## src/rtl/gpio_loader_pkg.sv

```systemverilog
// Shared constants and state encoding for the GPIO serial configuration loader.
package gpio_loader_pkg;

  localparam int CFG_W       = 13;                  // config bits per GPIO block
  localparam int NCHAIN_GPIO = 19;                  // GPIO blocks on each chain
  localparam int NGPIO       = 38;                  // total GPIO blocks
  localparam int SHIFT_BITS  = NCHAIN_GPIO * CFG_W; // bits shifted per chain (247)
  localparam int BIT_CNT_W   = 8;                   // width of the per-chain bit counter

  typedef enum logic [2:0] {
    IDLE  = 3'd0,
    CRST  = 3'd1,
    SHIFT = 3'd2,
    LOAD  = 3'd3,
    FIN   = 3'd4
  } loader_state_e;

endpackage

```

## src/rtl/gpio_serial_clkgen.sv

```systemverilog
// Half-period tick generator: pulses tick for one cycle every CLKDIV cycles
// while enabled. The counter is held at zero while disabled, so the count
// restarts cleanly each time enable rises.
module gpio_serial_clkgen #(
  parameter int CLKDIV = 1
) (
  input  logic clk,
  input  logic rstn,
  input  logic enable,
  output logic tick
);

  logic [7:0] cnt_q;
  logic [7:0] cnt_d;

  assign tick = enable && (cnt_q == 8'(CLKDIV - 1));

  // Next count: clear when idle or on a tick, otherwise advance.
  always_comb begin
    cnt_d = cnt_q;
    if (!enable || tick) begin
      cnt_d = '0;
    end else begin
      cnt_d = cnt_q + 8'd1;
    end
  end

  // Count register with asynchronous active-low reset.
  always_ff @(posedge clk or negedge rstn) begin
    if (!rstn) begin
      cnt_q <= '0;
    end else begin
      cnt_q <= cnt_d;
    end
  end

endmodule

```

## src/rtl/gpio_serial_loader.sv

```systemverilog
// Serialises 38 GPIO configuration words onto two daisy chains, then strobes
// serial_load so the chains latch the shifted values. Chain 1 carries GPIO
// 18 down to 0, chain 2 carries GPIO 19 up to 37, each word MSB first.
module gpio_serial_loader #(
  parameter int CLKDIV = 1,
  parameter int CFG_W  = gpio_loader_pkg::CFG_W
) (
  input  logic                                     wb_clk_i,
  input  logic                                     wb_rstn_i,
  input  logic                                     start,
  input  logic [gpio_loader_pkg::NGPIO*CFG_W-1:0]  gpio_defaults,
  output logic                                     busy,
  output logic                                     done,
  output logic                                     serial_clock,
  output logic                                     serial_load,
  output logic                                     serial_resetn,
  output logic                                     serial_data_1,
  output logic                                     serial_data_2
);

  import gpio_loader_pkg::*;

  localparam int DW    = NGPIO * CFG_W;
  localparam int NBITS = NCHAIN_GPIO * CFG_W;  // equals SHIFT_BITS at the default width
  localparam logic [BIT_CNT_W-1:0] LAST_BIT = BIT_CNT_W'(NBITS - 1);

  loader_state_e          state_q, state_d;
  logic                   half_cnt_q, half_cnt_d;
  logic [BIT_CNT_W-1:0]   bit_cnt_q, bit_cnt_d;
  logic                   sclk_q, sclk_d;
  logic                   done_q, done_d;
  logic                   resetn_q, resetn_d;
  logic [DW-1:0]          shadow_q, shadow_d;
  logic                   tick;
  logic [NBITS-1:0]       chain1_vec;
  logic [NBITS-1:0]       chain2_vec;
  logic [BIT_CNT_W-1:0]   bit_idx;

  gpio_serial_clkgen #(
    .CLKDIV (CLKDIV)
  ) u_clkgen (
    .clk    (wb_clk_i),
    .rstn   (wb_rstn_i),
    .enable (state_q != IDLE),
    .tick   (tick)
  );

  // Chain 1 order (GPIO 18 MSB first ... GPIO 0 LSB last) is exactly the
  // lower half of the shadow read from the top down.
  assign chain1_vec = shadow_q[NBITS-1:0];

  // Chain 2 reverses the word order of the upper half so GPIO 19 sits on top.
  for (genvar gi = 0; gi < NCHAIN_GPIO; gi++) begin : g_chain2
    assign chain2_vec[CFG_W*(NCHAIN_GPIO-1-gi) +: CFG_W] =
        shadow_q[CFG_W*(NCHAIN_GPIO+gi) +: CFG_W];
  end

  assign bit_idx       = LAST_BIT - bit_cnt_q;
  assign busy          = (state_q != IDLE);
  assign done          = done_q;
  assign serial_clock  = sclk_q;
  assign serial_load   = (state_q == LOAD);
  assign serial_resetn = resetn_q && (state_q != CRST);
  assign serial_data_1 = (state_q == SHIFT) ? chain1_vec[bit_idx] : 1'b0;
  assign serial_data_2 = (state_q == SHIFT) ? chain2_vec[bit_idx] : 1'b0;

  // Sequencer: every transition except IDLE->CRST waits for a half-period tick.
  always_comb begin
    state_d    = state_q;
    half_cnt_d = half_cnt_q;
    bit_cnt_d  = bit_cnt_q;
    sclk_d     = sclk_q;
    done_d     = 1'b0;
    shadow_d   = shadow_q;
    resetn_d   = 1'b1;
    case (state_q)
      IDLE: begin
        // A start coinciding with the done pulse is dropped.
        if (start && !done_q) begin
          state_d  = CRST;
          shadow_d = gpio_defaults;
        end
      end
      CRST: begin
        if (tick) begin
          if (half_cnt_q) begin
            state_d    = SHIFT;
            half_cnt_d = 1'b0;
          end else begin
            half_cnt_d = 1'b1;
          end
        end
      end
      SHIFT: begin
        if (tick) begin
          if (!sclk_q) begin
            sclk_d = 1'b1;
          end else begin
            // Falling edge: advance to the next bit, or finish after the last.
            sclk_d = 1'b0;
            if (bit_cnt_q == LAST_BIT) begin
              state_d   = LOAD;
              bit_cnt_d = '0;
            end else begin
              bit_cnt_d = bit_cnt_q + 1'b1;
            end
          end
        end
      end
      LOAD: begin
        if (tick) state_d = FIN;
      end
      FIN: begin
        if (tick) begin
          state_d = IDLE;
          done_d  = 1'b1;
        end
      end
      default: state_d = IDLE;
    endcase
  end

  // State and datapath registers; reset clears everything including the shadow.
  always_ff @(posedge wb_clk_i or negedge wb_rstn_i) begin
    if (!wb_rstn_i) begin
      state_q    <= IDLE;
      half_cnt_q <= 1'b0;
      bit_cnt_q  <= '0;
      sclk_q     <= 1'b0;
      done_q     <= 1'b0;
      resetn_q   <= 1'b0;
      shadow_q   <= '0;
    end else begin
      state_q    <= state_d;
      half_cnt_q <= half_cnt_d;
      bit_cnt_q  <= bit_cnt_d;
      sclk_q     <= sclk_d;
      done_q     <= done_d;
      resetn_q   <= resetn_d;
      shadow_q   <= shadow_d;
    end
  end

endmodule
```

## config.mk

```make
export PLATFORM = sky130hd
export DESIGN_NAME = gpio_serial_loader
export DESIGN_NICKNAME = d
export VERILOG_FILES = /design/src/rtl/gpio_loader_pkg.sv /design/src/rtl/gpio_serial_clkgen.sv /design/src/rtl/gpio_serial_loader.sv
export SDC_FILE = /design/constraint.sdc
export NUM_CORES = 1
export LEC_CHECK = 0
export BUFFER_PORTS_ARGS = -buffer_cell sky130_fd_sc_hd__buf_2
export CAP_MARGIN = 20
export CORE_UTILIZATION = 35
export DETAILED_ROUTE_END_ITERATION = 7
export GPL_TIMING_DRIVEN = 0
export PLACE_DENSITY = 0.6
export RECOVER_POWER = 25
export SKIP_CTS_REPAIR_TIMING = 1
export SLEW_MARGIN = 20
export SYNTH_ARGS = -nofsm -noshare
export SYNTH_HDL_FRONTEND = slang
export SYNTH_SLANG_ARGS = --single-unit
```

## constraint.sdc

```tcl
create_clock -name wb_clk_i -period 4.3 [get_ports wb_clk_i]
set_input_delay 0.43 -clock wb_clk_i [delete_from_list [all_inputs] [get_ports wb_clk_i]]
set_output_delay 0.43 -clock wb_clk_i [all_outputs]
set_load 0.02 [all_outputs]
```

# Word level (Yosys, flattened, before mapping)
# Cells that the tools add are included.
[word_totals]
register_bits = 517
inputBits = 497
out_inout_bits = 7
wordCells = 61
[op_classes]
addsub = 3
magnitude_cmp = 1
n_eq_ne = 14
mux = 21
n_reduce_logical = 14
[ops]
columns = ["op", "n"]
rows = [
  ["$mux W3", 8],
  ["$add A8 B1 Y8 const B", 2],
  ["$bmux W1 S8", 2],
  ["$mux W8", 2],
  ["$pmux W3 S5", 1],
  ["$ne A2 B1 Y1 const B", 5],
  ["$lt A8 B9 Y1 const B", 1],
  ["$eq A8 B8 Y1 const B", 1],
  ["$logic_not A8 Y1", 1],
  ["$mux W1", 8],
  ["$reduce_and A8 Y1", 1],
  ["$sub A8 B8 Y8 const A", 1],
  ["$eq A3 B2 Y1 const B", 2],
  ["$ne A2 B2 Y1 const B", 3],
  ["$reduce_and A2 Y1", 3],
  ["$eq A3 B1 Y1 const B", 1],
  ["$eq A3 B3 Y1 const B", 1],
  ["$logic_and A1 B1 Y1", 3],
  ["$logic_not A3 Y1", 1],
  ["$ne A3 B1 Y1 const B", 1],
  ["$reduce_and A3 Y1", 1],
  ["$reduce_bool A3 Y1", 1],
  ["$logic_not A1 Y1", 2],
  ["$logic_or A1 B1 Y1", 1],
]

# Longest topological paths before layout
[depth]
word_depth = 5
depth_mapped = 16
ltp_nobuf = 9

# Hierarchy
# From an unflattened synthesis, not the netlist that was laid out.
[unflattened]
cells_unflattened = 1580
hier_area_um2 = 23865.4
[by_module_without_submodules]
columns = ["module", "instances", "cells_per_inst", "area_each_um2", "seq_area_each_um2"]
rows = [
  ["gpio_serial_loader", 1, 1538, 23456.2, 12737.2],
  ["gpio_serial_clkgen", 1, 42, 409.1, 200.2],
]

# Worst setup path before layout
# OpenSTA, ideal clock, no wires.
[synth_path]
path_kind = "register -> output"
start = "register bit_cnt_q[0]"
end = "output port serial_data_1"
t_arrival_ps = 3329
required_ps = 3870
slack_ps = 541
path_stages_with_launch = 16
n_path_buf = 7
cell_sequence = "dfrtp_1 -> buf_6 -> buf_6 -> buf_4 -> inv_2 -> ha_1 -> buf_2 -> buf_4 -> buf_2 -> buf_2 -> mux4_2 -> a32oi_1 -> o21ai_0 -> nor4_1 -> a31oi_1 -> a22o_1"
[synth_between]
elab_chain_cells = 4
[synth_rtl]
columns = ["element", "line_no", "rtl"]
rows = [
  ["from (decl)", "gpio_serial_loader.sv:29", "logic [BIT_CNT_W-1:0] bit_cnt_q, bit_cnt_d;"],
  ["from (signal assigned)", "gpio_serial_loader.sv:136", "bit_cnt_q <= bit_cnt_d;"],
  ["$sub A8 B8 Y8", "gpio_serial_loader.sv:58", "assign bit_idx = LAST_BIT - bit_cnt_q;"],
  ["$bmux W1 S8", "gpio_serial_loader.sv:64", "assign serial_data_1 = (state_q == SHIFT) ? chain1_vec[bit_idx] : 1'b0;"],
  ["$mux W1 (implied by the code)", "gpio_serial_loader.sv:64", ""],
  ["$mux W1", "gpio_serial_loader.sv:64", ""],
  ["to (decl)", "gpio_serial_loader.sv:17", "output logic serial_data_1,"],
]
# Every way passes these cells. The select of a mux whose other input is x is not followed.

# Final worst setup path
[layout_path]
start = "register bit_cnt_q[0]"
end = "output port serial_data_2"
[layout_between]
elab_chain_cells = 4
[layout_rtl]
columns = ["element", "line_no", "rtl"]
rows = [
  ["$sub A8 B8 Y8", "gpio_serial_loader.sv:58", ""],
  ["$bmux W1 S8", "gpio_serial_loader.sv:65", "assign serial_data_2 = (state_q == SHIFT) ? chain2_vec[bit_idx] : 1'b0;"],
  ["$mux W1 (implied by the code)", "gpio_serial_loader.sv:65", ""],
  ["$mux W1", "gpio_serial_loader.sv:65", ""],
  ["to (decl)", "gpio_serial_loader.sv:18", "output logic serial_data_2"],
]
# Every way passes these cells. The select of a mux whose other input is x is not followed.

==> summary.md <==
| Metric | Value |
|---|---|
| Status | `complete, but fails checks` |
| Failing checks | `max-capacitance violations, max-slew violations, negative setup slack` |
| FF+latch count, synth | `517` |
| Hold Vio Cnt, Final | `0` |
| Initial Util | `35.3%` |
| Clock sink count | `517` |
| Ys async rst share | `100%` |
| Avg Inst Size Synth | `15.8 sq um` |
| CP Max Fanout | `10` |
| Slew Limit Fails | `45` |
| Placeable Area | `0.0670 sq mm` |
| Ys Warns | `0` |
| EDFF count, synth | `0` |
| Sequential Area | `0.0129 sq mm` |
| Die height | `262 um` |
| Fin crit share | `103%` |
| Leakage | `13.1 nW` |
| Dpl hpwl | `57800 um` |
| Initial antenna violation count | `33` |
| Routed Wire Length | `76800 um` |
| Hold depth | `2` |
| Ports | `504` |
| Hold_sp | `gpio_defaults[267]` |
| Cts bufs inserted | `59` |
| Setup Skew | `0.00819 ns` |
| I/O Buffers | `503` |
| Worst setup margin | `-0.108 ns` |
| Syn nets | `2001` |
| Final Net Count | `2588` |
| Row count | `95` |
| Mapped Cells | `1499` |
| DRC viols | `0` |
| Drt initial violations | `872` |
| Post-synthesis sequential area ratio | `54.6%` |
| Clock tree from TritonCTS | `built` |
| Drt first pass iters | `5` |
| Type of the worst setup path | `reg2out` |
| Max Root-Sink Buffers | `3` |
| GPL Wtd Cong | `0.808` |
| DIE AREA | `0.0687 sq mm` |
| Tightest Pin Transition | `2.76 ns` |
| Vias/cell | `5.16` |
| Fin area | `0.0301 sq mm` |
| Pre-CTS WS | `-2.00 ns` |
| Worst Hold End | `shadow_q[267]$_DFFE_PN0P_` |
| Setup crit start | `bit_cnt_q[0]$_DFFE_PN0P_` |
| GRT Total Usage | `22.3%` |
| Max_cap viols | `1` |
| Share of layout cells above drive strength 1 | `60.8%` |
| Setup TNS | `-0.197 ns` |
| Largest net degree at the start of global routing | `101` |
| Number of global-route vias before repair | `16900` |
| Routed Antenna Nets | `0` |
| Grt total ovfl | `0` |
| WP data arrival | `3.98 ns` |
| Worst setup EP type | `primary output` |
| Routed length per instance | `25.4 um` |
| Worst r2r src | `state_q[1]$_DFFE_PN0P_` |
| # fillers | `6128` |
| Reg2reg setup slack | `0.84 ns` |
| Cell count of the worst reg-to-reg path | `7` |
| VDD IR max | `389 uV` |
| Root buf cell | `clkbuf_16` |
| Worst Hold Class | `in2reg` |
| Setup violations, final | `2` |
| Clk Latency, worst-skew pair | `0.60 ns` |
| CTS HTree Levels | `2` |
| Worst EP required | `3.87 ns` |
| Main synth FF type | `dfrtp_1` |
| First-pass GRT wire length | `111000 um` |
| Worst Setup Start Kind | `register` |
| Post-Syn Area | `0.0237 sq mm` |
| Area after DPL | `0.0275 sq mm` |
| Design Power | `25.0 mW` |
| DR vias | `15600` |
| Power per cell area | `831 mW/mm^2` |
| Worst slew margin | `-84.3%` |
| Final min period | `4.41 ns` |
| Unrepaired setup endpoints after global routing | `yes` |
| Reg-to-reg endpoint | `shadow_q[125]$_DFFE_PN0P_` |
| Area occupied by multi-input gates | `0.0104 sq mm` |
| P&R area growth vs syn | `27.0%` |
| Fmax | `0.227 GHz` |
| Post-synth cell types | `60` |
| Die width | `262 um` |
| Clock transition at the registers of the reported paths | `0.06 ns` |
placed cells by master (no fill, tap or decap), types with 3 or more instances in the layout:
cell type  netlist  layout
nor2b_1          4       4
o21ai_0          4       3
ha_1             5       4
mux4_2         134     134
o31ai_1          5       4
nor3_1           4       4
clkbuf_4         0       6
a21oi_1          8       7
nand4_1         11      11
buf_6            6      12
a32oi_1          4       4
buf_2           71     554
and3_1           3       3
bufinv_16        0       3
clkbuf_16        0      61
o21ai_1          8       8
mux2_1          71      71
buf_8            0       3
nand2_1         48      48
a31oi_1          9       6
mux2i_1         18      15
clkbuf_1        15      31
inv_1            5       5
dfrtp_1        517     515
nand3_1         21      21
xnor2_1          7       5
nor2_1          30      27
clkinv_2         0       8
mux2_2         425     425
xor2_1           8       7
diode_2          0      16
buf_12           0       8
buf_16           0       8
nor3b_1          3       3
clkbuf_8         0      14
buf_4           11      23
worst max-delay path, cell delays in order, from the launching register on:
cell and delay (ns):
dfrtp_2 0.41, buf_12 0.13, buf_16 0.12, buf_16 0.13, inv_16 0.06, ha_4 0.32, buf_12 0.14, mux4_2 0.52
mux4_2 0.53, or3_4 0.35, nand4_1 0.13, o311ai_4 0.15, o311a_1 0.21, buf_6 0.14
flip-flops by register name, summed over array words and instances (netlist names):
name            flops
shadow_q          494
resetn_q            1
u_clkgen.cnt_q      8
half_cnt_q          1
serial_clock        1
done                1
state_q             3
bit_cnt_q           8
metrics by stage:
| stage | util (%) | cells | hold WS, ns |
|---|---|---|---|
| floorplan | - | 1499 | 0.134 |
| global placement | 40.7 | 2875 | 0.465 |
| detailed placement | 41.0 | 2882 | 0.363 |
| CTS | 43.9 | 2989 | -0.295 |
| global route | 44.9 | 3018 | 0.0168 |
| finish | 44.9 | 3021 | 0.0423 |
worst max-delay path by stage:
stage / to / slack [ns] / cells after the start
floorplan: serial_data_1 / 0.54 / 15
global placement: shadow_q[16]$_DFFE_PN0P_ / -7.66 / 1
detailed placement: serial_data_2 / -2.00 / 14
CTS: serial_data_2 / -2.68 / 14
global route: serial_data_2 / -0.18 / 16
finish: serial_data_2 / -0.11 / 13
Yosys cell counts, types with 9 or more instances:
cell type  count  area [sq um]
a31oi_1        9          56.3
buf_2         71           355
buf_4         11          82.6
clkbuf_1      15          56.3
dfrtp_1      517         12900
mux2_1        71           800
mux2_2       425          4790
mux2i_1       18           180
mux4_2       134          3020
nand2_1       48           180
nand3_1       21           105
nand4_1       11          68.8
nor2_1        30           113
cells by family after synthesis:
kind of cell               count (synthesis)  share of synthesized area, %
muxes                                    648                          37.1
DFF                                      517                          54.6
and+or+nand+nor                          140                          2.92
buffers and inverters                    109                          2.47
AOI/OAI and AO/OA                         61                          1.83
xor gates and xnor gates                  18                         0.808
adders and majority gates                  5                         0.264
other                                      1                        0.0158
power breakdown:
part           switching, mW  internal, mW
combinational           5.08          6.27
sequential              1.27          7.33
clock                   2.05          3.01
total                   8.40          16.6
routing by layer:
metal  GRT usage [%]  share of wire, %  vias up
li1                -                 -     6842
met5           0.278              0.24        -
met3            5.28               6.0      123
met2            37.7                51      411
met4            6.44               2.1       30
met1            28.3                41     8186
layout make-up:
class                           instances  share of cell area (%)
Multi-Input combinational cell        873                    34.6
Buffer                                103                    2.67
Timing Repair Buffer                  526                    9.34
Antenna cell                           16                   0.133
Clock buffer                           92                    5.93
Tap cell                              873                    3.63
Sequential cell                       517                    43.0
Clock inverter                         15                   0.541
Inverter                                6                   0.129
No activity file was read; power rests on OpenSTA's default activity.
